File: src/rtl/arp_ctrl.sv
// ARP sequencing controller: auto-answers incoming requests, resolves DES_IP with
// timed retries, and keeps a one-entry MAC cache for the resolved target.
module arp_ctrl #(
    parameter logic [31:0] DES_IP       = {8'd192, 8'd168, 8'd1, 8'd102},
    parameter logic [31:0] RETRY_CYCLES = 32'd125_000_000,
    parameter logic [3:0]  MAX_RETRY    = 4'd3
) (
    input  logic        clk,
    input  logic        rst_n,
    input  logic        req_start,
    input  logic        arp_rx_done,
    input  logic        arp_rx_type,
    input  logic [47:0] src_mac,
    input  logic [31:0] src_ip,
    input  logic        tx_done,
    output logic        arp_tx_en,
    output logic        arp_tx_type,
    output logic [47:0] des_mac,
    output logic [31:0] des_ip,
    output logic        busy,
    output logic        cache_valid,
    output logic [47:0] cache_mac,
    output logic        req_fail
);

    typedef enum logic {
        IDLE    = 1'b0,
        TX_WAIT = 1'b1
    } state_t;

    state_t      state_reg;
    state_t      state_next;
    logic        send_reply;
    logic        send_request;

    logic        reply_pend_reg;
    logic [47:0] rp_mac_reg;
    logic [31:0] rp_ip_reg;
    logic        req_outstanding_reg;
    logic        req_due_reg;
    logic [3:0]  retry_cnt_reg;
    logic [31:0] timer_reg;

    logic        rx_request;
    logic        rx_match;
    logic        tx_finish;
    logic        timer_expire;

    assign rx_request   = arp_rx_done && !arp_rx_type;
    assign rx_match     = arp_rx_done && arp_rx_type && (src_ip == DES_IP);
    assign tx_finish    = (state_reg == TX_WAIT) && tx_done;
    assign timer_expire = req_outstanding_reg && (timer_reg == 32'd1);

    always_comb begin
        state_next   = state_reg;
        send_reply   = 1'b0;
        send_request = 1'b0;
        case (state_reg)
            IDLE: begin
                // Answering a peer always takes precedence over our own request.
                if (reply_pend_reg) begin
                    send_reply = 1'b1;
                    state_next = TX_WAIT;
                end else if (req_due_reg) begin
                    send_request = 1'b1;
                    state_next   = TX_WAIT;
                end
            end
            TX_WAIT: begin
                if (tx_done) begin
                    state_next = IDLE;
                end
            end
            default: state_next = IDLE;
        endcase
    end

    always_ff @(posedge clk or negedge rst_n) begin
        if (!rst_n) begin
            state_reg           <= IDLE;
            arp_tx_en           <= 1'b0;
            arp_tx_type         <= 1'b0;
            des_mac             <= 48'd0;
            des_ip              <= 32'd0;
            busy                <= 1'b0;
            cache_valid         <= 1'b0;
            cache_mac           <= 48'd0;
            req_fail            <= 1'b0;
            reply_pend_reg      <= 1'b0;
            rp_mac_reg          <= 48'd0;
            rp_ip_reg           <= 32'd0;
            req_outstanding_reg <= 1'b0;
            req_due_reg         <= 1'b0;
            retry_cnt_reg       <= 4'd0;
            timer_reg           <= 32'd0;
        end else begin
            state_reg <= state_next;
            arp_tx_en <= send_reply || send_request;
            busy      <= (state_next == TX_WAIT);
            req_fail  <= 1'b0;

            if (send_reply) begin
                arp_tx_type <= 1'b1;
                des_mac     <= rp_mac_reg;
                des_ip      <= rp_ip_reg;
            end else if (send_request) begin
                arp_tx_type <= 1'b0;
                des_mac     <= 48'hff_ff_ff_ff_ff_ff;
                des_ip      <= DES_IP;
            end

            // A request arriving on the service edge re-arms the flag (newest wins).
            if (send_reply) begin
                reply_pend_reg <= 1'b0;
            end
            if (rx_request) begin
                reply_pend_reg <= 1'b1;
                rp_mac_reg     <= src_mac;
                rp_ip_reg      <= src_ip;
            end

            if (send_request) begin
                req_due_reg <= 1'b0;
            end
            if (req_outstanding_reg && (timer_reg != 32'd0)) begin
                timer_reg <= timer_reg - 32'd1;
            end
            if (tx_finish && !arp_tx_type && req_outstanding_reg) begin
                timer_reg <= RETRY_CYCLES;
            end
            if (timer_expire && !rx_match && !req_start) begin
                if (retry_cnt_reg < MAX_RETRY) begin
                    retry_cnt_reg <= retry_cnt_reg + 4'd1;
                    req_due_reg   <= 1'b1;
                end else begin
                    req_fail            <= 1'b1;
                    req_outstanding_reg <= 1'b0;
                end
            end

            // Later assignments override: a matching reply beats the timer,
            // and a fresh start beats everything.
            if (rx_match) begin
                cache_mac           <= src_mac;
                cache_valid         <= 1'b1;
                req_outstanding_reg <= 1'b0;
                req_due_reg         <= 1'b0;
                retry_cnt_reg       <= 4'd0;
                timer_reg           <= 32'd0;
            end
            if (req_start) begin
                req_outstanding_reg <= 1'b1;
                req_due_reg         <= 1'b1;
                retry_cnt_reg       <= 4'd0;
                timer_reg           <= 32'd0;
            end
        end
    end

endmodule

File: config.mk
export PLATFORM = sky130hd
export DESIGN_NAME = arp_ctrl
export DESIGN_NICKNAME = d
export VERILOG_FILES = /design/src/rtl/arp_ctrl.sv
export SDC_FILE = /design/constraint.sdc
export NUM_CORES = 1
export LEC_CHECK = 0
export CAP_MARGIN = 20
export CORE_ASPECT_RATIO = 1.25
export CORE_MARGIN = 2
export CORE_UTILIZATION = 47
export CTS_CLUSTER_DIAMETER = 80
export DETAILED_ROUTE_END_ITERATION = 8
export HOLD_SLACK_MARGIN = 0.02
export PLACE_DENSITY_LB_ADDON = 0.15
export SLEW_MARGIN = 20
export SYNTH_ARGS = -nofsm -noshare
export SYNTH_HDL_FRONTEND = slang
export SYNTH_SLANG_ARGS = --single-unit
File: constraint.sdc
create_clock -name clk -period 3.2 [get_ports clk]
set_input_delay 0.64 -clock clk [delete_from_list [all_inputs] [get_ports clk]]
set_output_delay 0.64 -clock clk [all_outputs]
set_load 0.01 [all_outputs]
==> metrics.md <==
| Metric | Value |
|---|---|
| Main synth FF type | dfrtp_1 |
| Hpwl dp | 16600 um |
| CP endpoint kind | register |
| Status | finished clean |
| Dpl ws | 0.318 ns |
| Fin. Hold Viols | 0 |
| Commonest non-fill, non-tap cell in the layout | dfrtp_1 |
| Most frequent cells in the layout | dfrtp_1 (252), clkdlybuf4s50_1 (217), mux2_2 (128) |
| Reg power frac | 0.421 |
| H-Tree Depth | 1 |
| Worst skew pair latency | 0.52 ns |
| Post-CTS resize count | 0 |
| Leakage | 5.67 nW |
| Internal cell power | 6.94 mW |
| Tot GR Track Use | 0.219 |
| First-pass GRT wire length | 39600 um |
| Net count, final | 1018 |
| Initial antenna violation count | 0 |
| Clock share of power | 0.329 |
| CTS tree | yes |
| Die Y | 167 um |
| Worst path required time | 3.63 ns |
| Reg clk slew, reported paths | 0.06 ns |
| Pwr dens | 721 nW/um^2 |
| RSZ-0062 raised after global routing | false |
| Max Fclk | 0.393 GHz |
| Least-Margin Pin Slew | 0.961 ns |
| Mapped Nets | 799 |
| GRT met3 Usage | 0.0563 |
| Die area | 22600 um^2 |
| Antenna Cells | 0 |
| Slew Limit Fails | 0 |
| Count of cell types in the netlist | 54 |
| GR peak layer | met2 |
| Fill cells | 1574 |
| Yosys warns | 0 |
| Initial Utilization | 0.481 |
| GPL Wtd Cong | 0.801 |
| Post-synth EDFFs | 0 |
| Startpoint types | register |
| WHS | 0.119 ns |
| Met1 Usage GRT | 0.269 |
| Vias in the first global route | 7459 |
| Sequential share of the synthesized area | 0.628 |
| Comb power frac | 0.250 |
| # Post-CTS Setup Buffers | 0 |
| Mean Syn Cell Area | 14.1 um^2 |
| Share of layout cells above drive strength 1 | 0.224 |
| Num rows | 59 |
| Gate count of the mapped netlist | 710 |
| Post-DRT Antenna Nets | 0 |
| Drt first pass iters | 4 |
| Congestion Overflow GR | 0 |
| Wire length per cell | 19.9 um |
| Post-Route Skew | 0.0137 ns |
| Slew HR | 0.356 |
| IO Port Bufs | 218 |
| Final setup fails | 0 |
| Netlist Area Pre-Place | 10000 um^2 |
| Sw Ratio | 0.286 |
| CTS max path bufs | 3 |
| Core ar. | 20900 um^2 |
| Vias | 6830 |
| Largest net degree at the start of global routing | 98 |
| Setup CP Type | register to register |
| Syn-to-layout area delta | 34.3% |
| Post-CTS Hold Buffers | 0 |
| Setup WS post-layout | 0.655 ns |
| Final WL | 24300 um |
| Clk sinks | 252 |
| Initial DRC count | 300 |
| GR Util met2 | 0.388 |
| Ports | 219 |
| Post-route setup TNS | 0 ns |
| CP Max Fanout | 15 |
| Vias/cell | 5.59 |
| Final core utilization | 0.646 |
| Seq cells post-synth | 252 |
| Sw power | 2.78 mW |
| DRC | 0 |
| TritonCTS buffer count | 25 |
| Asr flop ratio synth | 1.00 |
| Period utilization | 0.795 |
| Max-capacitance violation count | 0 |
| Min cycle time layout | 2.55 ns |
| Worst min path class | primary input to asynchronous set/reset pin |
| Peak VDD IR | 0.526 mV |
| DIE WIDTH | 135 um |
| WP data arrival | 2.98 ns |
| Clock Tree Root | clkbuf_16 |
power groups by stage:
stage               clock network [mW]  registers (mW)  logic [mW]
global route                      3.41            4.16        2.65
CTS                               3.27            4.09        2.45
floorplan                            0            4.17        1.30
detailed placement                   0            4.14        2.43
global placement                     0            4.10        2.36
finish                            3.20            4.09        2.43
metrics by stage:
| stage | power [mW] | cell area [um^2] | std cells |
|---|---|---|---|
| 2_1_floorplan | 5.47 | 10000 | 710 |
| 3_3_place_gp | 6.46 | 12600 | 1176 |
| 3_5_place_dp | 6.58 | 12600 | 1176 |
| 4_1_cts | 9.81 | 13500 | 1222 |
| 5_1_grt | 10.2 | 13500 | 1222 |
| 6_report | 9.72 | 13500 | 1222 |
layer usage:
metal	wire length [um]	share of wire
met5	0	0
met2	12700	0.52
met1	9550	0.39
met3	1620	0.067
met4	430	0.018
critical path, stage by stage, from the launching register on:
cell     delay, ns
dfrtp_1       0.42
inv_1         0.11
ha_1          0.20
nor3b_1       0.40
nand2_4       0.13
o31ai_2       0.79
o21ai_0       0.22
a21oi_1       0.19
cell families after synthesis:
group | synth area share
XOR/XNOR | 0.00523
AND/OR/NAND/NOR | 0.0848
adder cells (fa/ha/maj) | 0.00374
AO/OA/AOI/OAI | 0.113
buffers and inverters | 0.0202
flip-flops | 0.628
multiplexers | 0.145
worst paths after layout:
path | slack [ns] | start | depth (start not counted) | end
setup / recovery | 0.65 | timer_reg[0] | 7 | timer_reg[23]
hold / removal | 0.12 | rst_n | 1 | timer_reg[5]
hold reg to reg | 0.48 | rp_ip_reg[30] | 1 | des_ip[30]
setup reg to reg | 0.65 | timer_reg[0] | 7 | timer_reg[23]
max in group asynchronous | 2.21 | rst_n | 2 | retry_cnt_reg[1]
min in group clk | 0.48 | rp_ip_reg[30] | 1 | des_ip[30]
synth_stat cells, types with 4 or more instances:
cell type / n / area [um^2]
xnor2_1: 5 / 43.8
or3_1: 15 / 93.8
inv_1: 7 / 26.3
nand4_1: 4 / 25.0
or2_2: 8 / 50.1
dfrtp_1: 252 / 6310
nand2b_1: 4 / 25.0
nor3_1: 10 / 50.1
o21ai_0: 13 / 65.1
a31oi_1: 9 / 56.3
nor4_4: 4 / 85.1
a22o_1: 22 / 193
nand3_1: 5 / 25.0
nor2_1: 19 / 71.3
buf_2: 9 / 45.0
o22a_1: 58 / 508
nand2_1: 8 / 30.0
clkbuf_1: 30 / 113
o31ai_1: 11 / 82.6
or4_1: 14 / 105
a21oi_1: 18 / 90.1
mux2_2: 128 / 1440
layout make-up:
type,instances,area [um^2],share of cell area
timing repair buffer,233,2350,0.174
inverter,8,30.0,0.00223
tap,274,343,0.0254
clock buffer,34,689,0.0511
clock inverter,12,220,0.0163
sequential,252,6310,0.467
multi-input combinational,409,3550,0.263
(Power assumes the default switching activity.)
